===== src/rtl/uart_arb_pkg.sv =====
// Shared constants and types for the dual-lane UART arbiter: IO word decode bits,
// status bit positions, the emitter FSM states and the IO read mux.
package uart_arb_pkg;

    localparam int IO_UART_DAT = 1;
    localparam int IO_UART_CTL = 2;
    localparam int IO_HALT     = 3;
    localparam int IO_STATS    = 4;

    localparam int ST_FULL  = 9;
    localparam int ST_OVF   = 1;
    localparam int ST_EMPTY = 0;

    typedef enum logic [1:0] {
        IDLE = 2'd0,
        SEND = 2'd1,
        HOLD = 2'd2,
        WAIT = 2'd3
    } arb_state_e;

    function automatic logic [31:0] status_word(input logic full,
                                                input logic ovf,
                                                input logic empty);
        logic [31:0] w;
        w           = '0;
        w[ST_FULL]  = full;
        w[ST_OVF]   = ovf;
        w[ST_EMPTY] = empty;
        return w;
    endfunction

    // One-hot word decode: each selected word ORs its value onto the bus.
    function automatic logic [31:0] io_read(input logic [13:0] word,
                                            input logic [31:0] status,
                                            input logic [31:0] stats);
        logic [31:0] r;
        r = '0;
        if (word[IO_UART_CTL]) r = r | status;
        if (word[IO_STATS])    r = r | stats;
        return r;
    endfunction

endpackage


===== src/rtl/uart_arb_fifo.sv =====
// Two-write / one-read character FIFO. Lane A is always written ahead of lane B;
// when only one slot is free, A wins and B is refused (acc_b low).
module uart_arb_fifo
    import uart_arb_pkg::*;
#(
    parameter int DEPTH = 8,
    localparam int PW   = $clog2(DEPTH),
    localparam int CW   = PW + 1
) (
    input  logic          clk,
    input  logic          reset,
    input  logic          push_a,
    input  logic [7:0]    data_a,
    input  logic          push_b,
    input  logic [7:0]    data_b,
    input  logic          pop,
    output logic [7:0]    head,
    output logic [CW-1:0] count,
    output logic          full,
    output logic          empty,
    output logic          acc_a,
    output logic          acc_b
);

    logic [7:0]    mem_q [DEPTH];
    logic [PW-1:0] wr_ptr_q, wr_ptr_d, rd_ptr_q, rd_ptr_d, wr_b_ptr;
    logic [CW-1:0] count_q, count_d, free;
    logic          pop_ok;

    assign pop_ok = pop & ~empty;
    // A same-cycle pop frees the head slot, so a full FIFO can still take one push.
    assign free   = CW'(DEPTH) - count_q + CW'(pop_ok);
    assign acc_a  = push_a & (free != '0);
    assign acc_b  = push_b & (free > CW'(acc_a));

    assign wr_b_ptr = wr_ptr_q + PW'(acc_a);
    assign wr_ptr_d = wr_ptr_q + PW'(acc_a) + PW'(acc_b);
    assign rd_ptr_d = rd_ptr_q + PW'(pop_ok);
    assign count_d  = count_q + CW'(acc_a) + CW'(acc_b) - CW'(pop_ok);

    assign head  = mem_q[rd_ptr_q];
    assign count = count_q;
    assign full  = (count_q == CW'(DEPTH));
    assign empty = (count_q == '0);

    always_ff @(posedge clk) begin
        if (acc_a) mem_q[wr_ptr_q] <= data_a;
        if (acc_b) mem_q[wr_b_ptr] <= data_b;
    end

    always_ff @(posedge clk or posedge reset) begin
        if (reset) begin
            wr_ptr_q <= '0;
            rd_ptr_q <= '0;
            count_q  <= '0;
        end else begin
            wr_ptr_q <= wr_ptr_d;
            rd_ptr_q <= rd_ptr_d;
            count_q  <= count_d;
        end
    end

endmodule


===== src/rtl/dual_io_uart_arbiter.sv =====
// Shares one UART emitter and the halt mailbox between IO lanes A and B.
// Define UART_ARB_STATS_EN to add a sent-character counter readable at word[4].
module dual_io_uart_arbiter
    import uart_arb_pkg::*;
#(
    parameter int DEPTH   = 8,
    parameter int HOLDOFF = 2
) (
    input  logic        clk,
    input  logic        reset,
    input  logic        a_io_wr,
    input  logic [31:0] a_io_addr,
    input  logic [31:0] a_io_wdata,
    output logic [31:0] a_io_rdata,
    input  logic        b_io_wr,
    input  logic [31:0] b_io_addr,
    input  logic [31:0] b_io_wdata,
    output logic [31:0] b_io_rdata,
    output logic        uart_valid,
    output logic [7:0]  uart_data,
    input  logic        uart_ready,
    output logic        halt,
    output logic [7:0]  leds
);

    localparam int HW = (HOLDOFF > 1) ? $clog2(HOLDOFF) : 1;
    localparam int CW = $clog2(DEPTH) + 1;

    arb_state_e    state_q, state_d;
    logic [HW-1:0] hold_q, hold_d;
    logic [13:0]   a_word, b_word;
    logic          a_push, b_push, halt_wr, acc_a, acc_b;
    logic          fifo_full, fifo_empty, pop;
    logic [7:0]    head;
    logic [CW-1:0] fifo_count;
    logic          ovf_q, ovf_d, halt_pend_q, halt_pend_d, halt_q, halt_d;
    logic [7:0]    leds_q, leds_d;
    logic [31:0]   status, stats_val;

    assign a_word  = a_io_addr[15:2];
    assign b_word  = b_io_addr[15:2];
    assign a_push  = a_io_wr & a_word[IO_UART_DAT];
    assign b_push  = b_io_wr & b_word[IO_UART_DAT];
    assign halt_wr = (a_io_wr & a_word[IO_HALT]) | (b_io_wr & b_word[IO_HALT]);

    uart_arb_fifo #(.DEPTH(DEPTH)) u_fifo (
        .clk    (clk),
        .reset  (reset),
        .push_a (a_push),
        .data_a (a_io_wdata[7:0]),
        .push_b (b_push),
        .data_b (b_io_wdata[7:0]),
        .pop    (pop),
        .head   (head),
        .count  (fifo_count),
        .full   (fifo_full),
        .empty  (fifo_empty),
        .acc_a  (acc_a),
        .acc_b  (acc_b)
    );

    always_comb begin
        state_d    = state_q;
        hold_d     = hold_q;
        uart_valid = 1'b0;
        uart_data  = 8'h00;
        pop        = 1'b0;
        case (state_q)
            IDLE: if (!fifo_empty && uart_ready) state_d = SEND;
            SEND: begin
                uart_valid = 1'b1;
                uart_data  = head;
                pop        = 1'b1;
                hold_d     = HW'(HOLDOFF - 1);
                state_d    = HOLD;
            end
            HOLD: begin
                if (hold_q == '0) state_d = WAIT;
                else              hold_d  = hold_q - 1'b1;
            end
            WAIT:    if (uart_ready) state_d = IDLE;
            default: state_d = IDLE;
        endcase
    end

    always_comb begin
        ovf_d       = ovf_q | (a_push & ~acc_a) | (b_push & ~acc_b);
        halt_pend_d = halt_pend_q | halt_wr;
        // A push in the deciding cycle must drain first, so it blocks halt.
        halt_d      = halt_q | (halt_pend_q & fifo_empty & (state_q == IDLE) &
                                uart_ready & ~a_push & ~b_push);
        leds_d      = leds_q;
        if (acc_b)      leds_d = b_io_wdata[7:0];
        else if (acc_a) leds_d = a_io_wdata[7:0];
    end

    always_ff @(posedge clk or posedge reset) begin
        if (reset) begin
            state_q     <= IDLE;
            hold_q      <= '0;
            ovf_q       <= 1'b0;
            halt_pend_q <= 1'b0;
            halt_q      <= 1'b0;
            leds_q      <= 8'h00;
        end else begin
            state_q     <= state_d;
            hold_q      <= hold_d;
            ovf_q       <= ovf_d;
            halt_pend_q <= halt_pend_d;
            halt_q      <= halt_d;
            leds_q      <= leds_d;
        end
    end

`ifdef UART_ARB_STATS_EN
    logic [31:0] stats_q, stats_d;

    assign stats_d = (state_q == SEND) ? stats_q + 32'd1 : stats_q;

    always_ff @(posedge clk or posedge reset) begin
        if (reset) stats_q <= '0;
        else       stats_q <= stats_d;
    end

    assign stats_val = stats_q;
`else
    assign stats_val = '0;
`endif

    assign status     = status_word(fifo_full, ovf_q, fifo_empty);
    assign a_io_rdata = io_read(a_word, status, stats_val);
    assign b_io_rdata = io_read(b_word, status, stats_val);
    assign halt       = halt_q;
    assign leds       = leds_q;

endmodule


===== config.mk =====
export PLATFORM = sky130hd
export DESIGN_NAME = dual_io_uart_arbiter
export DESIGN_NICKNAME = d
export VERILOG_FILES = /design/src/rtl/uart_arb_pkg.sv /design/src/rtl/uart_arb_fifo.sv /design/src/rtl/dual_io_uart_arbiter.sv
export SDC_FILE = /design/constraint.sdc
export NUM_CORES = 1
export LEC_CHECK = 0
export ABC_AREA = 1
export CORE_MARGIN = 1.5
export CORE_UTILIZATION = 44
export CTS_CLUSTER_DIAMETER = 100
export CTS_CLUSTER_SIZE = 40
export DETAILED_ROUTE_END_ITERATION = 6
export HOLD_SLACK_MARGIN = 0.12
export PLACE_DENSITY = 0.81
export RECOVER_POWER = 100
export SLEW_MARGIN = 20
export SYNTH_ARGS = -nofsm -noshare
export SYNTH_HDL_FRONTEND = slang
export SYNTH_HIERARCHICAL = 1
export SYNTH_SLANG_ARGS = --single-unit

===== constraint.sdc =====
create_clock -name clk -period 5 [get_ports clk]
set_input_delay 1 -clock clk [delete_from_list [all_inputs] [get_ports clk]]
set_output_delay 1 -clock clk [all_outputs]
set_load 0.01 [all_outputs]

# [After elaboration in Yosys (flattened, before gate mapping)]
# Memory sizes are Yosys's and may differ from the RTL's.
# Index checks and enable logic that the tools add are counted.
[classes] magnitude_cmp=1 addsub=9 muxes=16 n_reduce_logical=8 bitwise_logic=24 n_eq_ne=7
[op_table] op="2-to-1 mux 8 bit" count=3
[op_table] op="2-to-1 mux 10 bit" count=2
[op_table] op="AND 1 bit" count=14
[op_table] op="adder 4 x 1 -> 4 bit" count=3
[op_table] op="adder 3 x 1 -> 3 bit" count=3
[op_table] op="one-hot mux 2 bit (4 select lines)" count=1
[op_table] op="2-to-1 mux 1 bit" count=6
[op_table] op="2-to-1 mux 2 bit" count=3
[op_table] op="inequality test 2 bit (second input constant)" count=3
[op_table] op="NOT 1 bit" count=5
[op_table] op="OR 1 bit" count=5
[op_table] op="equality test 2 bit (second input constant)" count=2
[op_table] op="equality test 4 bit (second input constant)" count=1
[op_table] op="> comparator 4 x 1 -> 1 bit" count=1
[op_table] op="zero test 4 bit" count=1
[op_table] op="nonzero test 2 bit" count=2
[op_table] op="nonzero test 4 bit" count=1
[op_table] op="subtractor 4 x 1 -> 4 bit" count=1
[op_table] op="subtractor 4 bit (first input constant)" count=1
[op_table] op="AND reduction 3 bit" count=1
[op_table] op="equality test 2 x 1 -> 1 bit (second input constant)" count=1
[op_table] op="zero test 2 bit" count=1
[op_table] op="one-hot mux 1 bit (2 select lines)" count=1
[op_table] op="logical AND 1 bit" count=1
[op_table] op="2 further kinds" count=2
[totals] output_inout_bits=82 register_bits=24 n_memories=1 wordCells=75 inputBits=133 mem_bits_rw=64
[memory_table] memory="u_fifo.mem_q" words=8 width=8 rd=1 rd_clocked_by_memory_dff=0 write_ports=2 line_no="uart_arb_fifo.sv:25" text="logic [7:0] mem_q [DEPTH];"

# [Depth between registers and ports, before layout]
# Gate-level depths: netlist of the first run.
[logic_depth] ltp_word=11 mapped_depth=24 mapped_depth_nobuf=23

# [Modules after synthesis]
# Netlist of the first run, hierarchy kept.
[modules_own_cells] module="uart_arb_fifo" seq_area_each_um2=2172.1 n_inst=1 cells_per_inst=451 area_per_inst_um2=4175.3
[modules_own_cells] module="dual_io_uart_arbiter" seq_area_each_um2=350.3 n_inst=1 cells_per_inst=174 area_per_inst_um2=1265.0

# [Worst setup path after synthesis of the first run]
# No wires, ideal clock.
[synth_timing] path_kind="register -> register" start="reg u_fifo.count_q[1] (netlist: u_fifo/count[1])" end="mem u_fifo.mem_q[2][0], enable pin" setup_ps=387 n_path_buf=1 stages_incl_launch_ff=19 t_required_ps=4613 arrival_time_ps=3400 period_less_slack_ps=3786 slack_ps=1214 path_cell_list="dfrtp_1 -> or2_2 -> o21ai_0 -> ha_1 -> inv_1 -> ha_1 -> nor2_1 -> nand4_1 -> nand2_1 -> inv_1 -> ha_1 -> ha_1 -> or2_1 -> nand2_2 -> nand2_1 -> nor2_1 -> nand3_2 -> buf_6 -> o31ai_1"
[synth_lines] item="from (decl)" line_no="uart_arb_fifo.sv:27" text="logic [CW-1:0] count_q, count_d, free;"
[synth_lines] item="from (signal assigned)" line_no="uart_arb_fifo.sv:59" text="count_q <= count_d;"
[synth_lines] item="to (decl)" line_no="uart_arb_fifo.sv:25"

==> results.sh, run 1 <==
export IMPL_final_cell_count_no_fill=817
export IMPL_dr_pass1_iters=5
export IMPL_arrival_ns=4.44
export IMPL_start_kind="flip-flop"
export IMPL_dp_cells=801
export IMPL_period_minus_slack_ns=4.48
export IMPL_slew_headroom_pct=38.1
export IMPL_worstHoldStart="u_fifo/rd_ptr_q[2]"
export IMPL_yosysTopAreaCell="edfxtp_1"
export IMPL_viasPerCell=5.08
export IMPL_finalHoldViolations=0
export IMPL_seq_area_frac_synth_pct=46.4
export IMPL_diodes=0
export IMPL_finalNetCount=818
export IMPL_ctsLongestPathBuffers=2
export IMPL_cts_root_buf="clkbuf_16"
export IMPL_drtIter0Drc=324
export IMPL_pwr_density_cell_nw_per_um2=530
export IMPL_coreArea_um2=12000
export IMPL_worst_path_largest_cell_delay_ns=0.44
export IMPL_start_util_pct=45.3
export IMPL_critPathBufInv=3
export IMPL_worstHoldEndpoint="u_fifo/rd_ptr_q[2]"
export IMPL_fmax_mhz=223
export IMPL_cts_resized=0
export IMPL_routed_wl_um=11200
export IMPL_rsz0062_at_grt="false"
export IMPL_wl_per_cell_um=13.7
export IMPL_htree_levels=3
export IMPL_crit_slowest_cell="dfrtp_1"
export IMPL_ys_ff_latch=88
export IMPL_dpl_hpwl_um=8090
export IMPL_die_h_um=114
export IMPL_cp_required_ns=4.97
export IMPL_synth_avg_cell_area_um2=8.70
export IMPL_leakage_nw=2.78
export IMPL_cts_buffers=9
export IMPL_fp_dieW_um=114
export IMPL_cts_tree="done"
export IMPL_synthArstFlopShare_pct=27.3
export IMPL_clkLatencyLatePin_ns=0.34
export IMPL_r2r_end="u_fifo/mem_q[6][2]"
export IMPL_reg2reg_depth=18
export IMPL_antenna_found_initial=0
export IMPL_ctsHoldBuffers=0
export IMPL_critPathCaptureType="flip-flop"
export IMPL_clk_pin_slew_ns=0.06
export IMPL_drv_slew=0
export IMPL_postSynthCellCount=625
export IMPL_clock_skew_ns=0.00701
export IMPL_portBuffers=50
export IMPL_rrSetupSlack_ns=0.52
export IMPL_post_synth_top_area_fraction_pct=35.3
export IMPL_cp_max_fo=17
export IMPL_critPathTopFamily="simple AND/OR/NAND/NOR gates"
export IMPL_criticalPathCategory="reg2reg"
export IMPL_cts_setup_buffers=0
export IMPL_ys_warnings_count=6
export IMPL_maxCapViolCount=0
export IMPL_io_pins=215
export IMPL_antenna_left=0
export IMPL_vdd_ir_drop_max_mv=0.335
export IMPL_setup_tns_ns=0
export IMPL_overflow=0
export IMPL_std_cell_rows=40
export IMPL_grt_pass1_vias=3768
export IMPL_worst_slew_pin_slew_ns=0.927
export IMPL_track_usage_pct=18.0
export IMPL_synth_area_um2=5440
export IMPL_period_share_pct=89.5
export IMPL_ys_flop_type="edfxtp_1"
export IMPL_hold_path_depth=1
export IMPL_synth_area_leaders="edfxtp_1 35%, dfrtp_1 11%, nand2_1 9.3%, buf_4 8.0%, o21ai_1 5.2%"
export IMPL_hold_path_class="reg2reg"
export IMPL_fp_dieArea_um2=13000
export IMPL_synth_cell_types=35
export IMPL_drive_gt1_share_pct=5.07
export IMPL_area_growth_pct=9.73
export IMPL_cts_sinks=88
export IMPL_grt_max_degree=35
export IMPL_grt_first_pass_wirelength_um=18400
export IMPL_vias=4149
export IMPL_gp_congestion=0.820
export IMPL_r2r_start="u_fifo/count[1]"
export IMPL_status="finished, final reports clean"
export IMPL_synth_edf_count=64
export IMPL_setup_viol=0
export IMPL_drc_errors=0
export IMPL_crit_path_cell_trace="or2_2, o21ai_0, ha_1, inv_1, ha_1, nor2_1, nand4_1, nand2_1, inv_1, ha_1, ha_1, nand2_1, nand2_2, inv_1, nand2_1, nor2_1, nand3_1, o31ai_2"
export IMPL_cpMostUsedCell="ha_1"
-- worst max path at each step --
stage | start | to | slack, ns | depth (start not counted)
floorplan | u_fifo/count[1] | u_fifo/mem_q[2][0] | 1.21 | 18
global placement | u_fifo/count[1] | u_fifo/mem_q[2][3] | 0.78 | 18
detailed placement | u_fifo/count[1] | u_fifo/mem_q[1][5] | 0.66 | 18
CTS | u_fifo/count[1] | u_fifo/mem_q[0][2] | 0.61 | 18
global route | u_fifo/count[1] | u_fifo/mem_q[0][7] | 0.10 | 18
finish | u_fifo/count[1] | u_fifo/mem_q[6][2] | 0.52 | 18
-- through the flow --
stage / setup slack, ns / utilization (%) / hold WS [ns] / cell area [um^2] / total power [W]
global route: 0.104 / 49.7 / 0.487 / 5970 / 0.00342
CTS: 0.613 / 50.3 / 0.470 / 6050 / 0.00326
detailed placement: 0.657 / 47.8 / 0.458 / 5740 / 0.00257
floorplan: 1.21 / - / 0.432 / 5650 / 0.00217
finish: 0.523 / 49.7 / 0.467 / 5970 / 0.00317
global placement: 0.781 / 47.8 / 0.453 / 5740 / 0.00251
-- power breakdown --
group	switching [W]	total [W]	internal, W	leakage (nW)
registers	0.000111	0.00111	0.000996	0.861
logic	0.000873	0.00138	0.000507	1.77
clock network	0.000286	0.000678	0.000392	0.148
total	0.00127	0.00317	0.00190	2.78
-- cells by family after synthesis --
kind of cell | share of synthesized area [%]
AND/OR/NAND/NOR | 18.1
buffers and inverters | 16.4
AO/OA/AOI/OAI | 13.7
flip-flops | 46.4
adder cells (fa/ha/maj) | 4.74
XOR/XNOR | 0.644
other | 0.0689
-- cell usage in the layout (no fill, tap or decap), types with 2 or more instances in the layout --
| master | n |
|---|---|
| a31oi_1 | 8 |
| dfrtp_1 | 24 |
| clkinv_4 | 2 |
| o31ai_2 | 2 |
| nand4_1 | 2 |
| a21oi_1 | 4 |
| clkbuf_16 | 9 |
| buf_4 | 3 |
| ha_1 | 19 |
| nand3_1 | 16 |
| nand3_2 | 5 |
| xor2_1 | 2 |
| or2_1 | 2 |
| inv_1 | 62 |
| o31ai_1 | 6 |
| o21ai_0 | 90 |
| nor2_1 | 71 |
| o21ai_1 | 9 |
| clkdlybuf4s50_1 | 23 |
| nand2_1 | 135 |
| xnor2_1 | 2 |
| o22ai_1 | 8 |
| conb_1 | 58 |
| dlygate4sd3_1 | 27 |
| clkbuf_2 | 5 |
| inv_6 | 3 |
| edfxtp_1 | 64 |
-- flip-flops by register name, summed over array words and instances, names as in the netlist --
register and cells:
u_fifo/mem_q 64, leds 8, u_fifo/count 4, u_fifo/rd_ptr_q 3, u_fifo/wr_ptr_q 3, state_q 2, halt 1, halt_pend_q 1
hold_q 1, ovf_q 1
-- synthesized netlist by cell type (3+ instances only) --
library cell and number:
clkdlybuf4s25_2 4, inv_1 62, nand3_2 8, nor2_1 70, o21ai_2 9, edfxtp_1 64
buf_1 3, buf_6 9, o22ai_1 8, clkbuf_1 9, o21ai_0 34, nand2_1 135
nand3_1 13, buf_4 58, o21ai_1 56, dfrtp_1 24, a21oi_1 4, o31ai_1 8
a31oi_1 8, ha_1 19
-- routing by layer --
metal	wire (um)	track usage, %
met1	4860	23.8
met2	5320	29.7
met3	823	3.55
met4	191	6.58
met5	0	0
-- area by class of cell --
cell class                      instances  area [um^2]
Fill cell                            1120         6040
Timing Repair Buffer                   58          548
Clock inverter                          7         77.6
Multi-Input combinational cell        446         2180
Tap cell                              147          184
Clock buffer                            9          225
Inverter                               62          233
Sequential cell                        88         2520
Note: power is estimated with default switching activity, not from simulation.
==> inputs of run 2 (changes only) <==
--- a/config.mk
+++ b/config.mk
@@ -12,6 +12,7 @@
 export CTS_CLUSTER_SIZE = 40
 export DETAILED_ROUTE_END_ITERATION = 6
 export HOLD_SLACK_MARGIN = 0.12
+export MAX_ROUTING_LAYER = met4
 export PLACE_DENSITY = 0.81
 export RECOVER_POWER = 100
 export SLEW_MARGIN = 20
==> results.sh, run 2 (synthesis results as in run 1) <==
export IMPL_regArea_um2=2520
export IMPL_worstHoldStart="u_fifo/rd_ptr_q[2]"
export IMPL_rrSetupSlack_ns=0.55
export IMPL_start_kind="flip-flop"
export IMPL_antenna_found_initial=0
export IMPL_critPathCaptureType="flip-flop"
export IMPL_final_util_pct=49.7
export IMPL_antenna_left=0
export IMPL_hold_path_class="reg2reg"
export IMPL_fp_dieArea_um2=13000
export IMPL_setup_slack_ns=0.548
export IMPL_std_cell_rows=40
export IMPL_final_common_cell="nand2_1"
export IMPL_cts_tree="done"
export IMPL_htree_levels=3
export IMPL_viasPerCell=5.07
export IMPL_grt_first_pass_wirelength_um=18400
export IMPL_maxCapViolCount=0
export IMPL_ctsHoldBuffers=0
export IMPL_place_ws_ns=0.657
export IMPL_grt_max_degree=35
export IMPL_worstHoldEndpoint="u_fifo/rd_ptr_q[2]"
export IMPL_dr_pass1_iters=5
export IMPL_setup_viol=0
export IMPL_rsz0062_at_grt="false"
export IMPL_dpl_hpwl_um=8090
export IMPL_diodes=0
export IMPL_hold_path_depth=1
export IMPL_gp_congestion=0.832
export IMPL_period_share_pct=89.0
export IMPL_fmax_mhz=225
export IMPL_drtIter0Drc=325
export IMPL_finalHoldViolations=0
export IMPL_ctsLongestPathBuffers=2
export IMPL_drv_slew=0
export IMPL_track_usage_pct=18.5
export IMPL_clk_pin_slew_ns=0.07
export IMPL_largest_register_ffs=64
export IMPL_routed_wl_um=11100
export IMPL_grt_pass1_vias=3773
export IMPL_cts_buffers=9
export IMPL_cts_resized=0
export IMPL_worst_slew_pin_slew_ns=0.930
export IMPL_period_minus_slack_ns=4.45
export IMPL_drc_errors=0
export IMPL_start_util_pct=45.3
export IMPL_finalNetCount=818
export IMPL_cts_setup_buffers=0
export IMPL_multi_input_area_um2=2180
export IMPL_portBuffers=50
export IMPL_r2r_start="u_fifo/count[1]"
export IMPL_arrival_ns=4.47
export IMPL_largest_register="u_fifo/mem_q"
export IMPL_cp_required_ns=5.02
export IMPL_vias=4142
export IMPL_criticalPathCategory="reg2reg"
export IMPL_pwr_density_cell_nw_per_um2=530
export IMPL_drive_gt1_share_pct=5.07
export IMPL_leakage_nw=2.78
export IMPL_cts_root_buf="clkbuf_16"
export IMPL_slew_headroom_pct=37.9
export IMPL_clock_skew_ns=0.00694
export IMPL_reg2reg_depth=18
export IMPL_clkLatencyLatePin_ns=0.34
export IMPL_holdWs_ns=0.467
export IMPL_coreArea_um2=12000
export IMPL_status="finished, final reports clean"
export IMPL_setup_tns_ns=0
export IMPL_wl_per_cell_um=13.6
export IMPL_final_cell_mix="135 x nand2_1, 90 x o21ai_0, 71 x nor2_1, 64 x edfxtp_1, 62 x inv_1"
export IMPL_fillCellCount=1120
export IMPL_r2r_end="u_fifo/mem_q[3][0]"
export IMPL_area_growth_pct=9.73
export IMPL_die_h_um=114
export IMPL_vdd_ir_drop_max_mv=0.335
export IMPL_cp_max_fo=17
export IMPL_overflow=0
export IMPL_io_pins=215
export IMPL_cts_sinks=88
export IMPL_fp_dieW_um=114
run 2: layout make-up:
cell class | instances | area share (%)
flip-flops and latches | 88 | 42.3
multi-input cells | 446 | 36.5
repair buffers | 58 | 9.18
inverters | 62 | 3.90
clock buffers | 9 | 3.77
well taps | 147 | 3.08
clock inverters | 7 | 1.30
run 2: routing by layer:
layer	track usage (%)	up-vias	wire [um]
li1	-	2028	-
met4	6.58	0	200
met3	3.07	18	758
met2	29.8	206	5310
met1	23.8	1890	4870
met5	-	-	0
run 2: report_power, final:
group | internal, W | switching, W
clock network | 0.000393 | 0.000286
logic | 0.000507 | 0.000868
registers | 0.000996 | 0.000112
run 2: worst max-delay path by stage:
stage,slack [ns],end,start,cells after the start
finish,0.55,u_fifo/mem_q[3][0],u_fifo/count[1],18
detailed placement,0.66,u_fifo/mem_q[1][5],u_fifo/count[1],18
floorplan,1.21,u_fifo/mem_q[2][0],u_fifo/count[1],18
CTS,0.61,u_fifo/mem_q[0][2],u_fifo/count[1],18
global placement,0.78,u_fifo/mem_q[2][3],u_fifo/count[1],18
global route,0.11,u_fifo/mem_q[0][7],u_fifo/count[1],18
run 2: worst max-delay path, stage by stage, from the launching register on:
cell	delay (ns)
dfrtp_1	0.44
or2_2	0.35
o21ai_0	0.27
ha_1	0.21
inv_1	0.07
ha_1	0.30
nor2_1	0.11
nand4_1	0.12
nand2_1	0.36
inv_1	0.17
ha_1	0.24
ha_1	0.19
or2_1	0.23
nand2_2	0.09
nand2_1	0.07
nor2_1	0.12
nand3_2	0.30
o31ai_1	0.18
clkbuf_2	0.30
run 2: stage by stage:
stage               area, um^2  power, W  std cells
detailed placement        5740   0.00257        801
finish                    5970   0.00316        817
floorplan                 5650   0.00217        682
CTS                       6050   0.00326        817
global route              5970   0.00342        817
global placement          5740   0.00251        801
